**src/rtl/mul_add_seq_if.sv**
```systemverilog
// mul_add_seq_if: operand/result valid-ready bus for the shift-add multiply-accumulate unit.
//   in_vld/in_rdy        operand handshake (multiplicand, multiplier, addend, DW bits each)
//   out_vld/out_rdy      result handshake (product, 2*DW bits)
//   master: operand source / result sink; slave: the arithmetic unit
interface mul_add_seq_if #(parameter int DW = 8);
    logic            in_vld;
    logic            in_rdy;
    logic [DW-1:0]   multiplicand;
    logic [DW-1:0]   multiplier;
    logic [DW-1:0]   addend;
    logic            out_vld;
    logic            out_rdy;
    logic [2*DW-1:0] product;
    modport master (
        output in_vld, multiplicand, multiplier, addend, out_rdy,
        input  in_rdy, out_vld, product
    );
    modport slave (
        input  in_vld, multiplicand, multiplier, addend, out_rdy,
        output in_rdy, out_vld, product
    );
endinterface

```
**src/rtl/mul_add_seq.sv**
```systemverilog
// mul_add_seq: sequential shift-add product = multiplicand * multiplier + addend, one multiplier bit per clock.
//   clk   rising-edge clock
//   rst   synchronous active-high reset
//   bus   mul_add_seq_if.slave: operand handshake in, 2*DW-bit product handshake out
// Latency is fixed at DW cycles from the accepting edge to out_vld; the result
// is the reconstruction path of the sequential divider (q*d+r == dividend).
module mul_add_seq #(
    parameter int DW = 8
) (
    input  logic           clk,
    input  logic           rst,
    mul_add_seq_if.slave   bus
);
    localparam int CW = $clog2(DW) + 1;
    typedef enum logic [1:0] {IDLE, BUSY, DONE} state_t;
    state_t          state;
    logic [2*DW-1:0] acc;
    logic [2*DW-1:0] mcand;
    logic [2*DW-1:0] acc_nxt;
    logic [DW-1:0]   mplier;
    logic [CW-1:0]   cnt;
    logic            in_rdy_q;
    logic            out_vld_q;
    logic [2*DW-1:0] product_q;
    // Addend preloads the accumulator, so the final sum never exceeds 2^(2DW)-2^DW.
    assign acc_nxt     = mplier[0] ? acc + mcand : acc;
    assign bus.in_rdy  = in_rdy_q;
    assign bus.out_vld = out_vld_q;
    assign bus.product = product_q;
    always_ff @(posedge clk) begin
        if (rst) begin
            state     <= IDLE;
            in_rdy_q  <= 1'b1;
            out_vld_q <= 1'b0;
            product_q <= '0;
            acc       <= '0;
            mcand     <= '0;
            mplier    <= '0;
            cnt       <= '0;
        end else begin
            case (state)
                IDLE: if (bus.in_vld) begin
                    acc      <= {{DW{1'b0}}, bus.addend};
                    mcand    <= {{DW{1'b0}}, bus.multiplicand};
                    mplier   <= bus.multiplier;
                    cnt      <= '0;
                    in_rdy_q <= 1'b0;
                    state    <= BUSY;
                end
                BUSY: begin
                    acc    <= acc_nxt;
                    mcand  <= mcand << 1;
                    mplier <= mplier >> 1;
                    cnt    <= cnt + CW'(1);
                    // Last multiplier bit: publish the sum including this step.
                    if (cnt == CW'(DW - 1)) begin
                        product_q <= acc_nxt;
                        out_vld_q <= 1'b1;
                        state     <= DONE;
                    end
                end
                DONE: if (bus.out_rdy) begin
                    out_vld_q <= 1'b0;
                    in_rdy_q  <= 1'b1;
                    state     <= IDLE;
                end
                default: state <= IDLE;
            endcase
        end
    end
endmodule

```
**src/flat_wrapper.sv**
```systemverilog
// flat-port wrapper written by rule: the top's interface ports become plain ports
module mul_add_seq_flat 
#(
    parameter int DW = 8
)
  (clk, rst, bus_in_vld, bus_multiplicand, bus_multiplier, bus_addend, bus_out_rdy, bus_in_rdy, bus_out_vld, bus_product);
  mul_add_seq_if #(.DW(DW)) bus_i ();
  input  logic clk;
  input  logic rst;
  input wire logic [$bits(bus_i.in_vld)-1:0] bus_in_vld;
  input wire logic [$bits(bus_i.multiplicand)-1:0] bus_multiplicand;
  input wire logic [$bits(bus_i.multiplier)-1:0] bus_multiplier;
  input wire logic [$bits(bus_i.addend)-1:0] bus_addend;
  input wire logic [$bits(bus_i.out_rdy)-1:0] bus_out_rdy;
  output wire logic [$bits(bus_i.in_rdy)-1:0] bus_in_rdy;
  output wire logic [$bits(bus_i.out_vld)-1:0] bus_out_vld;
  output wire logic [$bits(bus_i.product)-1:0] bus_product;
  assign bus_i.in_vld = bus_in_vld;
  assign bus_i.multiplicand = bus_multiplicand;
  assign bus_i.multiplier = bus_multiplier;
  assign bus_i.addend = bus_addend;
  assign bus_i.out_rdy = bus_out_rdy;
  assign bus_in_rdy = bus_i.in_rdy;
  assign bus_out_vld = bus_i.out_vld;
  assign bus_product = bus_i.product;
  mul_add_seq #(.DW(DW)) u_core (.clk(clk), .rst(rst), .bus(bus_i));
endmodule
```
**config.mk**
```make
export PLATFORM = sky130hd
export DESIGN_NAME = mul_add_seq_flat
export DESIGN_NICKNAME = d
export VERILOG_FILES = /design/src/rtl/mul_add_seq_if.sv /design/src/rtl/mul_add_seq.sv /design/src/flat_wrapper.sv
export SDC_FILE = /design/constraint.sdc
export NUM_CORES = 1
export LEC_CHECK = 0
export ABC_AREA = 1
export BUFFER_PORTS_ARGS = -buffer_cell sky130_fd_sc_hd__buf_2
export CAP_MARGIN = 25
export CORE_MARGIN = 2
export CORE_UTILIZATION = 36
export CTS_BUF_LIST = sky130_fd_sc_hd__clkbuf_16
export DETAILED_ROUTE_END_ITERATION = 12
export PLACE_DENSITY_LB_ADDON = 0.3
export RECOVER_POWER = 25
export SLEW_MARGIN = 25
export SYNTH_ARGS = -nofsm -noshare
export SYNTH_HDL_FRONTEND = slang
export SYNTH_SLANG_ARGS = --single-unit
```
**constraint.sdc**
```tcl
create_clock -name clk -period 4.1 [get_ports clk]
set_input_delay 0.41 -clock clk [delete_from_list [all_inputs] [get_ports clk]]
set_output_delay 0.41 -clock clk [all_outputs]
set_load 0.01 [all_outputs]
```
## Word-level counts from Yosys, hierarchy flattened

Cells that the tools add are included.

- Bits in registers: 64
- Output and inout port bits: 18
- Word-level logic and storage cells: 44

- Add/sub/neg operators: 2
- Equality and inequality tests: 6
- Multiplexer cells: 19
- Reductions and logical operators: 9

Operator list:

| kind | number |
|---|---|
| 16-bit one-hot mux with 2 select lines | 2 |
| 16-bit 2-to-1 mux | 3 |
| 16-bit adder | 1 |
| 8-bit one-hot mux with 2 select lines | 1 |
| 3-bit AND reduction | 3 |
| 8-bit 2-to-1 mux | 1 |
| 4-bit one-hot mux with 2 select lines | 1 |
| 2-bit 2-to-1 mux | 3 |
| 2-bit one-hot mux with 3 select lines | 1 |
| 2-bit nonzero test | 3 |
| 4-bit by 1-bit adder with 4-bit output, second input constant | 1 |
| 4-bit by 3-bit == test with 1-bit output, second input constant | 1 |
| 1-bit 2-to-1 mux | 4 |
| 4-bit 2-to-1 mux | 1 |
| 2-bit != test, second input constant | 2 |
| 1-bit one-hot mux with 2 select lines | 2 |
| 2-bit AND reduction | 2 |
| 2-bit by 1-bit == test with 1-bit output, second input constant | 1 |
| 2-bit == test, second input constant | 1 |
| 2-bit zero test | 1 |
| 2-bit by 1-bit != test with 1-bit output, second input constant | 1 |

## Longest topological paths before layout

Gate-level depths: netlist of the first run.

- Word-level depth: 3
- Mapped depth: 14
- Gate-level depth less buffers: 14

## Worst setup path after synthesis of the first run

Ideal clock, no wire load.

- Kind: register to register
- From: register u_core.mcand[0]
- To: register u_core.product_q[12], in the netlist u_core.bus.product[12]
- Library setup time: 109 ps
- Arrival time: 1633 ps
- Setup slack: 2358 ps
- Stages on the path, launching flop included: 15
- Clock period less this slack: 1742 ps
- Cell sequence: dfxtp_1 -> ha_1 -> fa_1 -> nand3_1 -> nand2_1 -> nand2_1 -> nand2_1 -> nand2_1 -> nand2_1 -> nand2_1 -> nand3_1 -> nand2_1 -> nand2_1 -> nand2_1 -> inv_1

- Cells in the longest elaborated chain, start to end: 2

Ends and longest elaborated chain:

| item | RTL line | source |
|---|---|---|
| start, declared | mul_add_seq.sv:18 | `logic [2*DW-1:0] mcand;` |
| start signal, assigned | mul_add_seq.sv:44 | `mcand <= {{DW{1'b0}}, bus.multiplicand};` |
| start signal, assigned | mul_add_seq.sv:52 | `mcand <= mcand << 1;` |
| 16-bit adder | mul_add_seq.sv:26 | `assign acc_nxt = mplier[0] ? acc + mcand : acc;` |
| 16-bit 2-to-1 mux | mul_add_seq.sv:26 |  |
| end signal, assigned | mul_add_seq.sv:57 | `product_q <= acc_nxt;` |
| end, declared | mul_add_seq.sv:24 | `logic [2*DW-1:0] product_q;` |

Every way passes these cells.
A chain may end at the register's enable or synchronous reset.

## Worst setup path in the final report of the first run

- From: register u_core.state[0]
- To: register u_core.acc[6]

- Cells in the longest elaborated chain, start to end: 3
- Elaborated cells on any way between the ends: 6
- Classes of those cells: eq/ne: 2; mux: 1; reduce/logical: 3

Ends and longest elaborated chain:

| item | RTL line | source |
|---|---|---|
| start, declared | mul_add_seq.sv:16 | `state_t state;` |
| start signal, assigned | mul_add_seq.sv:32 | `state <= IDLE;` |
| start signal, assigned | mul_add_seq.sv:48 | `state <= BUSY;` |
| start signal, assigned | mul_add_seq.sv:59 | `state <= DONE;` |
| 2-bit by 1-bit == test with 1-bit output or 2-bit zero test (tied branches) | mul_add_seq.sv:41 | `case (state)` |
| 2-bit nonzero test (no line) or 2-bit != test (tied branches) | - |  |
| 2-bit AND reduction (no line) | - |  |
| end signal, assigned | mul_add_seq.sv:43 | `acc <= {{DW{1'b0}}, bus.addend};` |
| end signal, assigned | mul_add_seq.sv:51 | `acc <= acc_nxt;` |
| end, declared | mul_add_seq.sv:17 | `logic [2*DW-1:0] acc;` |

Several ways; a longest one is shown, not always the timed one.

==> results of run 1 <==
cells by family after synthesis:
| family | count (synthesis) | share of synthesized area [%] |
|---|---|---|
| adder cells (fa/ha/maj) | 17 | 6.14 |
| XOR/XNOR | 8 | 1.95 |
| AO/OA/AOI/OAI | 89 | 14.5 |
| buffers and inverters | 95 | 10.8 |
| AND/OR/NAND/NOR | 270 | 30.9 |
| flip-flops | 64 | 35.7 |
final cells by class:
cell class | instances | area [sq um]
well taps | 133 | 166
multi-input cells | 384 | 1920
inverters | 73 | 274
flip-flops and latches | 64 | 1280
clock buffers | 9 | 225
repair buffers | 46 | 210
clock inverters | 7 | 88.8
fillers | 1076 | 5570
worst min-delay path by stage:
| stage | cells past startpoint | start | to |
|---|---|---|---|
| after floorplan | 2 | u_core.mplier[7] | u_core.mplier[7] |
| after global placement | 2 | u_core.mplier[7] | u_core.mplier[7] |
| after detailed placement | 2 | u_core.bus.in_rdy | u_core.bus.in_rdy |
| after CTS | 3 | bus_multiplicand[0] | u_core.mcand[0] |
| after global routing | 3 | bus_multiplicand[0] | u_core.mcand[0] |
| final | 3 | bus_multiplier[7] | u_core.mplier[7] |
stage by stage:
stage / power [uW] / cells
2_1_floorplan: 821 / 543
3_3_place_gp: 865 / 700
3_5_place_dp: 869 / 700
4_1_cts: 1680 / 716
5_1_grt: 1730 / 716
6_report: 1660 / 716
per-layer routing:
metal / global-route usage [%] / up-vias / share of wire (%)
li1: - / 1786 / -
met1: 18.6 / 1479 / 44
met2: 31.0 / 46 / 51
met3: 3.40 / 16 / 3.2
met4: 7.14 / 0 / 2.0
met5: 0 / - / 0
layout by cell type (no fill, tap or decap), drive strengths merged:
master    Yosys  layout
nand2       183     183
inv          72      74
dfxtp        64      64
nor2         42      42
a21oi        38      38
nand3        29      29
buf          12      28
clkbuf       10      27
o21ai        24      24
ha           16      16
or2          10      10
a31oi         9       9
xnor2         8       8
a22oi         8       8
nor3          3       3
a21o          3       3
a22o          3       3
clkinv        1       3
a211oi        2       2
and2          2       2
bufinv        0       2
a221oi        1       1
o211a         1       1
nand4         1       1
fa            1       1
clkinvlp      0       1
worst reg2reg max path: stages (launching register included):
cell and delay [ps]:
sky130_fd_sc_hd__dfxtp_1 350, sky130_fd_sc_hd__inv_2 60, sky130_fd_sc_hd__nor2_1 950, sky130_fd_sc_hd__buf_4 460, sky130_fd_sc_hd__nor2_4 250, sky130_fd_sc_hd__a22o_1 260
sky130_fd_sc_hd__inv_1 50, sky130_fd_sc_hd__a21oi_1 50
power breakdown:
group          internal [uW]  switching (uW)  total (uW)
Sequential               646            21.8         667
Clock                    527             275         802
Combinational           68.0             118         186
Total                   1240             415        1660
sequential cells by signal, summed over array words and instances, names as in the netlist:
| name | count |
|---|---|
| u_core.bus.product | 16 |
| u_core.state | 2 |
| u_core.mcand | 16 |
| u_core.cnt | 4 |
| u_core.bus.out_vld | 1 |
| u_core.acc | 16 |
| u_core.bus.in_rdy | 1 |
| u_core.mplier | 8 |
==> run summary, run 1 <==
Counting flops with a built-in enable in the synthesized netlist gives 0. After synthesis the netlist holds a flip-flop and latch count of 64. After synthesis, flip-flops and latches occupy 35.7% of the total area.

The die is 104 microns wide. The commonest register cell after synthesis was sky130_fd_sc_hd__dfxtp_1. The flow ran to the end, and the final reports show no timing, DRC or antenna violations. The final number of max-transition violations is 0.

After legalization and detailed placement, the total HPWL measured 6060 microns. The clock root buffer is sky130_fd_sc_hd__clkbuf_16. Buffers inserted during clock tree synthesis total 9. The first global-routing pass estimated 15000 microns of wire. STA classifies the critical path startpoint as a flop. The number of cells produced by synthesis came out at 543. Yosys instantiated no cell more often than sky130_fd_sc_hd__nand2_1.

At the end of the flow the core is filled with cells to 42.8%. At the worst endpoint, the arrival time is 2770 ps. The capture point of the critical path is u_core.acc[6]. Yosys attributes the largest share of cell area to sky130_fd_sc_hd__dfxtp_1 (36%), sky130_fd_sc_hd__nand2_1 (19%), sky130_fd_sc_hd__inv_1 (6.8%). The die is 104 microns tall. The netlist uses 33 different library cells. For the sum of overflow across all layers after global routing, the log shows 0. The setup slack after layout is 1490 ps.

The slowest stage of the critical path is the sky130_fd_sc_hd__nor2_1 cell. The worst-case IR drop observed on VDD is 0.213 mV. Measured against its own limit, the worst slew margin works out to 14.2%.

For this design the ratio of total power to cell area is 398 nW/um^2. In the synthesized netlist the async set-or-reset flop fraction comes to 0%. For the final count of negative-setup-slack endpoints, the log shows 0.

Once placement finished, the instance area stood at 3870 sq um. Max-cap violations in this run came to 0. The commonest cells after synthesis are sky130_fd_sc_hd__nand2_1 (183), sky130_fd_sc_hd__inv_1 (65), sky130_fd_sc_hd__dfxtp_1 (64), sky130_fd_sc_hd__nor2_1 (39), sky130_fd_sc_hd__a21oi_1 (38).

Worst-path maximum fanout: 41. Post-cts repair resize count: 0. At the worst endpoint, the required time is 4260 ps. The longest individual stage delay on the worst path was 950 ps; the core footprint was 9730 sq um. The tools report the synthesis warning total as 0. In the global route stage, overall resource usage came out at 16.8%. The final estimated routing congestion in global placement came out at 0.884.

Before antenna repair, the detailed router went through 5 iterations. Cells with a size suffix above 1 make up 10.8% of the layout. After detailed routing, the average wire length per cell comes to 11.9 microns.

For the initial antenna violation count, the log shows 0. Prior to clock tree synthesis, the placed netlist has a worst setup slack of 1900 ps. In this run the critical register-to-register path is captured at u_core.acc[6]. Buffers placed on the I/O ports in this run total 45. The cell accounting for the most synthesized area is sky130_fd_sc_hd__dfxtp_1. The post-CTS clock slew at the launch and capture registers of the worst setup and hold paths is 60 ps. In this run the critical register-to-register path is launched from u_core.state[0]. Counting buffers and inverters, the worst setup path is 7 cells deep.

The most critical setup path has its startpoint at u_core.state[0]. During I/O placement, the number of pins put on the boundary was 46. The post-route antenna net violation count is 0, and the clock tree buffer depth is 2. After the last flow step, the layout net total stands at 623. For this configuration, the core starts out at a cell density of 36.9%.

The number of buffers and inverters on the critical path was 3. In this run, post-CTS hold repair placed 0 buffers. The total via count in the routed design is 3327, and the number of buffers inserted to repair setup after CTS is 0. Entering global routing, the biggest net connects 50 pins. For the standard-cell row count, the log shows 36.

The mapped netlist covers 3590 sq um. Type of the worst setup path: reg -> reg. Period utilization: 63.7%. The run gives 0 as the diode insertion count for antenna repair.

The number of DRC markers in iteration 0 is 96. CTS built an H-tree with a depth of 3. The count of final hold-check violations was 0. Setup repair after global routing left no endpoint under its margin. The tools report the accumulated negative setup slack as 0 ps. For the final database, setup skew stands at 5.78 ps. Summed over all cells, the static leakage comes to 0.00199 uW. Summed over its instances, the top area cell type makes up 35.7% of the synthesized netlist area.

The growth of design area from synthesis to finish is 16.0%. The critical path goes through inv_2 -> nor2_1 -> buf_4 -> nor2_4 -> a22o_1 -> inv_1 -> a21oi_1. Grouping stages by cell kind, the critical path spends the most delay in simple AND/OR/NAND/NOR gates. At the pin with the least slew margin, the transition time is 1280 ps.

In the routed layout, each cell is associated on average with a via count of 4.65. The register-to-register setup slack came out at 1490 ps. The endpoint type of the worst setup path is a flop.

The total detailed-routing wirelength was 8490 microns. TritonCTS built the clock tree. The die footprint is 10800 sq um, and the peak clock frequency supported by timing is 383 MHz. The logs give 3354 for the number of global-route vias before repair and 0 for the final routed DRC violation total. The worst path in the final design needs a cycle of 2610 ps, including I/O delays and setup. Measured in cells, the most critical reg-to-reg path has a length of 7. For this design, the sink count on the clock tree is 64. The mean instance size in the synthesized netlist works out to 6.61 sq um.

Hold timing on the final database bottoms out at a slack of 342 ps. After routing the design area is 4160 sq um. Synthesis produced a netlist with a net count of 588. Clock latency on the worst-skew pair, taken at its later pin, is 330 ps. In this run the worst hold path is classified as in -> reg.
(Power assumes the default switching activity.)
==> run 2: changes to the inputs <==
Clock period 4.1 ns to 2.7 ns, I/O delays scaled along.
==> run summary, run 2 (synthesized netlist as in run 1, its figures left out) <==
The clock group share of total power was 46.4% (-2.0 points). The total via count in the routed design was 3389 (+1.9%); the initial standard-cell utilization of the core was 36.9% (unchanged). Final number of max-transition violations: 0 (unchanged). For the final routed DRC violation total, the log shows 0 (unchanged). The number of global-route vias before repair was 3235 (-3.5%); the fraction of met3 tracks used by global routing was 3.52% (+0.13 points). The total net switching power was 636 uW (+53%). The transition at the pin with the smallest max-transition slack came out at 557 ps (-726 ps). The library cell used most frequently in the layout, excluding fill and tap cells, is sky130_fd_sc_hd__nand2_1. The power density relative to cell area is 582 nW/um^2 (+46%). The clock sink count was 64 (unchanged); the period utilization was 70.4% (+6.8 points). The standard-cell row count was 36 (unchanged); the accumulated negative setup slack was 0 ps (unchanged). TritonCTS built the clock tree. Switching part of the total power: 26.2% (+1.1 points). The logs give 2130 ps (-640 ps) for the arrival time at the worst endpoint and 9 (unchanged) for the number of CTS-inserted buffers. Average wire per cell in the routed design: 11.7 microns (-1.4%).

The total detailed-routing wirelength was 8440 microns (-0.62%). The flow ran to the end, and the final reports show no timing, DRC or antenna violations. The iteration count of the initial detailed-routing pass is 5 (unchanged), and the worst-path maximum fanout is 3 (-93%). The tools report the number of buffers inserted to repair setup after CTS as 0 (unchanged). The logs give 19.9% (+1.2 points) for the met1 routing resource usage after global routing and 6100 microns (+0.71%) for the post-detailed-placement half-perimeter wirelength.

For the post-route antenna net violation count, the log shows 0 (unchanged). The run gives 46 (unchanged) as the number of primary I/O pins. The number of nets in the finished design came out at 629 (+0.96%). The tree is rooted in a sky130_fd_sc_hd__clkbuf_16. The run gives 0 (unchanged) as the count of final hold-check violations. The logs give 16.5% (-0.35 points) for the total track usage and 0 (unchanged) for the diode insertion count for antenna repair. In this run the most used layer during global routing was met2. In this run the worst hold path is classified as in -> reg. Chip width: 104 microns (unchanged). The global-route wire length before repair came out at 14600 microns (-2.7%). By startpoint and endpoint, the worst setup path is classified as reg -> reg. The number of buffers added on ports was 45 (unchanged). The run gives 722 (+0.84%) as the number of non-filler instances in the completed layout. The die footprint was 10800 sq um (unchanged).

From synthesis to final layout, the design area changed by 16.5%. The run gives 0 (unchanged) as the post-cts hold buffer count. For the final estimated routing congestion in global placement, the log shows 0.894 (+1.1%).

The pin count of the biggest net entering global routing is 49 (-2.0%), and the H-tree depth reported by CTS is 3 (unchanged). In the layout the commonest cells are sky130_fd_sc_hd__nand2_1 (183), sky130_fd_sc_hd__inv_1 (66), sky130_fd_sc_hd__dfxtp_1 (64), sky130_fd_sc_hd__nor2_1 (39), sky130_fd_sc_hd__a21oi_1 (38). The total chip power was 2430 uW (+47%). The sum of overflow across all layers after global routing came out at 0 (unchanged). The share of power burned in combinational logic is 12.2% (+0.9 points). Setup repair after global routing left no endpoint under its margin.

The largest vdd supply drop was 0.343 mV (+61%). For the minimum hold slack, the log shows 205 ps (-136 ps). The tools report the endpoint type of the worst setup path as a flop.

The clock period minus worst slack was 1900 ps (-709 ps); the data required time at the worst endpoint was 2930 ps (-1330 ps). The share of layout cells above drive strength 1 is 11.7% (+0.91 points), and the peak clock frequency supported by timing is 526 MHz (+37%). The initial antenna violation count is 0 (unchanged), and the power share of the sequential group is 41.4% (+1.1 points). The post-cts repair resize count was 0 (unchanged). The ratio of routed vias to standard cells works out to 4.69 (+1.0%). For the max-cap violation count, the log shows 0 (unchanged).

The source-to-sink clock delay at the later pin of the worst-skew pair was 330 ps (about the same); the final count of negative-setup-slack endpoints was 0 (unchanged). The height of the chip came out at 104 microns (unchanged). The post-CTS clock slew at the launch and capture registers of the worst setup and hold paths was 60 ps (about the same); the met2 capacity usage during global routing was 28.9% (-2.0 points). Core footprint: 9730 sq um (unchanged).

For the post-route clock skew, the log shows 8.52 ps (+2.74 ps). Number of DRC markers in iteration 0: 143 (+49%). The run gives 62.8% (+49 points) as the headroom to the max-slew limit. The tools report the reported leakage power as 0.00200 uW (+0.70%). The startpoint class of the critical path was a flop. The tools report the clock tree buffer depth as 2 (unchanged). The logs give 706 (+0.86%) for the placed cell count and 1800 uW (+45%) for the internal power.
## run 2: cell count changes in the layout (fill, tap and decap cells not counted), sizes merged
cell    previous run  this run
buf               28        34
bufinv             2         1
clkinv             3         5
inv               74        73
## run 2: cell type report
cell class | instances | area, sq um
flip-flops and latches | 64 | 1280
fillers | 1065 | 5550
well taps | 133 | 166
clock inverters | 7 | 63.8
repair buffers | 52 | 255
clock buffers | 9 | 225
inverters | 73 | 274
multi-input cells | 384 | 1910
## run 2: routing by layer
layer / part of all wire [%] / vias up / wire (microns)
li1: - / 1804 / -
met1: 45 / 1515 / 3820
met2: 48 / 57 / 4080
met3: 4.3 / 13 / 367
met4: 2.0 / 0 / 165
met5: 0 / - / 0
## run 2: worst max-delay path, stage by stage, from the launching register on
cell                      delay, ps
sky130_fd_sc_hd__dfxtp_1        320
sky130_fd_sc_hd__ha_1           220
sky130_fd_sc_hd__fa_1           430
sky130_fd_sc_hd__nand3_1        110
sky130_fd_sc_hd__nand2_1         80
sky130_fd_sc_hd__nand2_1         70
sky130_fd_sc_hd__nand2_1         80
sky130_fd_sc_hd__nand2_1         90
sky130_fd_sc_hd__nand2_1         50
sky130_fd_sc_hd__nand2_1         50
sky130_fd_sc_hd__nand3_1         80
sky130_fd_sc_hd__nand2_1         70
sky130_fd_sc_hd__nand2_1         50
sky130_fd_sc_hd__nand2_1         60
sky130_fd_sc_hd__inv_1           30
## run 2: stage by stage
step | instance area, sq um | worst slack, ps | utilization [%]
floorplan | 3590 | 958 | -
global placement | 3920 | 829 | 40.3
detailed placement | 3920 | 820 | 40.3
CTS | 4210 | 802 | 43.2
global route | 4180 | 565 | 43.0
finish | 4180 | 799 | 43.0
## run 2: path summary, 6_finish.rpt
kind,startpoint,to,slack (ps),cells after the start
max,u_core.mcand[0],u_core.bus.product[12],800,14
max reg2reg,u_core.mcand[0],u_core.bus.product[12],800,14
min reg2reg,u_core.mplier[4],u_core.mplier[4],470,2
min,bus_multiplier[7],u_core.mplier[7],210,3
## run 2: power by group through the flow
stage	sequential (uW)	combinational, uW	clock [uW]
2_1_floorplan	1020	227	0
3_3_place_gp	1030	298	0
3_5_place_dp	1030	300	0
4_1_cts	1010	302	1150
5_1_grt	1010	342	1190
6_report	1010	297	1130
==> run 3: changes to the inputs <==
Clock period 2.7 ns to 1.75 ns, I/O delays scaled along.
==> run summary, run 3 (synthesized netlist as in run 1, its figures left out) <==
For the register-to-register setup slack, the log shows 20 ps (-780 ps). The top cell types in the final layout, fill and taps aside, are sky130_fd_sc_hd__nand2_1 (167), sky130_fd_sc_hd__inv_1 (65), sky130_fd_sc_hd__dfxtp_1 (53), sky130_fd_sc_hd__nor2_1 (36), sky130_fd_sc_hd__a21oi_1 (34). The run gives 21.5 ps (-777 ps) as the setup slack after layout. The run finished with clean final reports. The number of buffers inserted to repair setup after CTS is 0 (unchanged). The logs give 36.9% (unchanged) for the initial standard-cell utilization of the core and 6320 microns (+3.6%) for the post-detailed-placement half-perimeter wirelength. The height of the chip was 104 microns (unchanged); the clock tree buffer depth was 2 (unchanged). The standard-cell row count was 36 (unchanged); the global-route wire length before repair was 15600 microns (+6.7%). The average wire per cell in the routed design works out to 12.2 microns (+4.6%). The core footprint is 9730 sq um (unchanged), and the data required time at the worst endpoint is 1980 ps (-950 ps). Number of CTS-inserted buffers: 9 (unchanged).

Setup repair after global routing could not meet its margin everywhere. The worst setup path is launched from a flop. The total track usage was 17.5% (+1.0 points). The run gives 0 (unchanged) as the max-cap violation count.

For the die footprint, the log shows 10800 sq um (unchanged). The final number of max-transition violations is 0 (unchanged). The placement-stage worst setup slack was -106 ps (-926 ps); the peak clock frequency supported by timing was 579 MHz (+10%).

The share of layout cells above drive strength 1 works out to 25.0% (+13 points). Endpoint type of the worst setup path: a flop. The signal on the critical path passes through ha_4 -> fa_2 -> nand3_2 -> nand2_2 -> nand2_2 -> nand2_4 -> nand2_2 -> nand2_1 -> nand2_1 -> nand3_1 -> nand2_1 -> nand2_1 -> nand2_1 -> inv_1. The clock sink count was 64 (unchanged).

The number of DRC markers in iteration 0 is 131 (-8.4%). The post-cts hold buffer count came out at 0 (unchanged). The total via count in the routed design was 3524 (+4.0%); the clock period minus worst slack was 1730 ps (-173 ps). Number of buffers added on ports: 45 (unchanged). Final routed DRC violation total: 0 (unchanged).

The number of nets in the finished design was 648 (+3.0%). TritonCTS built the clock tree. The number of buffers and inverters on the critical path was 1 (unchanged); the instance area after placement was 4090 sq um (+4.3%). For the reported leakage power, the log shows 0.00212 uW (+5.6%). The number of primary I/O pins was 46 (unchanged). The headroom to the max-slew limit was 62.0% (-0.85 points); the post-CTS clock slew at the launch and capture registers of the worst setup and hold paths was 60 ps (about the same). The tools report the largest vdd supply drop as 0.519 mV (+51%). The type of the worst setup path was reg -> reg.

The number of global-route vias before repair was 3415 (+5.6%); the source-to-sink clock delay at the later pin of the worst-skew pair was 330 ps (about the same). The run gives 0 (unchanged) as the sum of overflow across all layers after global routing. The total detailed-routing wirelength is 9060 microns (+7.3%). The longest individual stage delay on the worst path is 360 ps (-70 ps), and the chip width is 104 microns (unchanged). The iteration count of the initial detailed-routing pass is 4 (-1), and the diode insertion count for antenna repair is 0 (unchanged).

In this run the worst hold path is classified as in -> reg. Grouping stages by cell kind, the critical path spends the most delay in simple AND/OR/NAND/NOR gates. The run gives 1950 ps (-180 ps) as the arrival time at the worst endpoint.

The cell repeated most along the worst path was sky130_fd_sc_hd__nand2_1. Most common cell after layout, fill and taps aside: sky130_fd_sc_hd__nand2_1. Compared with the post-synthesis result, the final layout area differs by 30.6%. The final estimated routing congestion in global placement is 0.875 (-2.2%), and the post-route standard cell area excluding fillers is 4680 sq um (+12%). For the total chip power, the log shows 3930 uW (+62%). The transition at the pin with the smallest max-transition slack was 571 ps (+14.1 ps).

The worst-path maximum fanout was 3 (unchanged); the initial antenna violation count was 0 (unchanged). The number of non-filler instances in the completed layout is 741 (+2.6%), and the ratio of routed vias to standard cells is 4.76 (+1.3%). The H-tree depth reported by CTS is 3 (unchanged), and the post-route clock skew is 5.94 ps (-2.58 ps).

Final count of negative-setup-slack endpoints: 0 (unchanged). Period utilization: 98.8% (+28 points). For the post-route antenna net violation count, the log shows 0 (unchanged). In this run the clock root is driven by a sky130_fd_sc_hd__clkbuf_16.

Count of final hold-check violations: 0 (unchanged). The standard cell with the maximum stage delay on the critical path was sky130_fd_sc_hd__fa_2. The placed cell count is 725 (+2.7%), and the power density relative to cell area is 840 nW/um^2 (+44%). The pin count of the biggest net entering global routing was 49 (unchanged).
run 3: cell types whose count changed in the layout (fill, tap and decap cells not counted), moves of 4 or more:
cell                      before  now
sky130_fd_sc_hd__ha_4          0   12
sky130_fd_sc_hd__ha_1         16    4
sky130_fd_sc_hd__dfxtp_1      64   53
sky130_fd_sc_hd__buf_4         7   23
sky130_fd_sc_hd__a21oi_2       0    4
sky130_fd_sc_hd__a21oi_1      38   34
sky130_fd_sc_hd__nand2_1     183  167
sky130_fd_sc_hd__dfxtp_2       0   11
sky130_fd_sc_hd__nand3_1      29   21
sky130_fd_sc_hd__nand2_2       0   13
sky130_fd_sc_hd__nand3_2       0    8
run 3: report_power, final:
group / total, uW / leakage [uW] / internal [uW] / switching (uW)
Sequential: 1570 / 0.000525 / 1520 / 51.6
Combinational: 584 / 0.00145 / 256 / 329
Clock: 1780 / 0.000139 / 1100 / 682
run 3: cell type report:
class	count	area (sq um)
Clock buffer	9	225
Multi-Input combinational cell	384	2220
Clock inverter	7	71.3
Sequential cell	64	1290
Fill cell	996	5040
Inverter	73	274
Tap cell	133	166
Timing Repair Buffer	71	430
run 3: timing repair:
item / CTS / global route
setup endpoints to repair: 16 / 25
resized for setup: 20 / 48
pin swaps: 9 / 19
run 3: metal layers:
| metal | routed length (microns) | GRT usage, % |
|---|---|---|
| met1 | 4030 | 19.7 |
| met5 | 0 | 0 |
| met3 | 246 | 4.03 |
| met2 | 4680 | 32.5 |
| met4 | 92 | 5.21 |
run 3: metrics by stage:
stage	util, %	hold WS, ps	TNS [ps]
6_report	48.1	92.9	0
4_1_cts	46.0	87.5	-40.1
2_1_floorplan	-	324	0
3_5_place_dp	42.0	442	-917
3_3_place_gp	42.0	438	-743
5_1_grt	48.1	92.6	-919
run 3: final timing paths:
kind	cells after the start	start	to
setup reg to reg	14	u_core.acc[0]	u_core.bus.product[12]
hold / removal	3	bus_multiplicand[0]	u_core.mcand[0]
setup / recovery	14	u_core.acc[0]	u_core.bus.product[12]
hold reg to reg	2	u_core.bus.in_rdy	u_core.bus.in_rdy
run 3: worst register-to-register path, delay by kind of cell, from the launching register on:
family / cells / cell delay (ps)
buffers and inverters: 1 / 40
flip-flops: 1 / 330
adder cells (fa/ha/maj): 2 / 520
AND/OR/NAND/NOR: 11 / 730
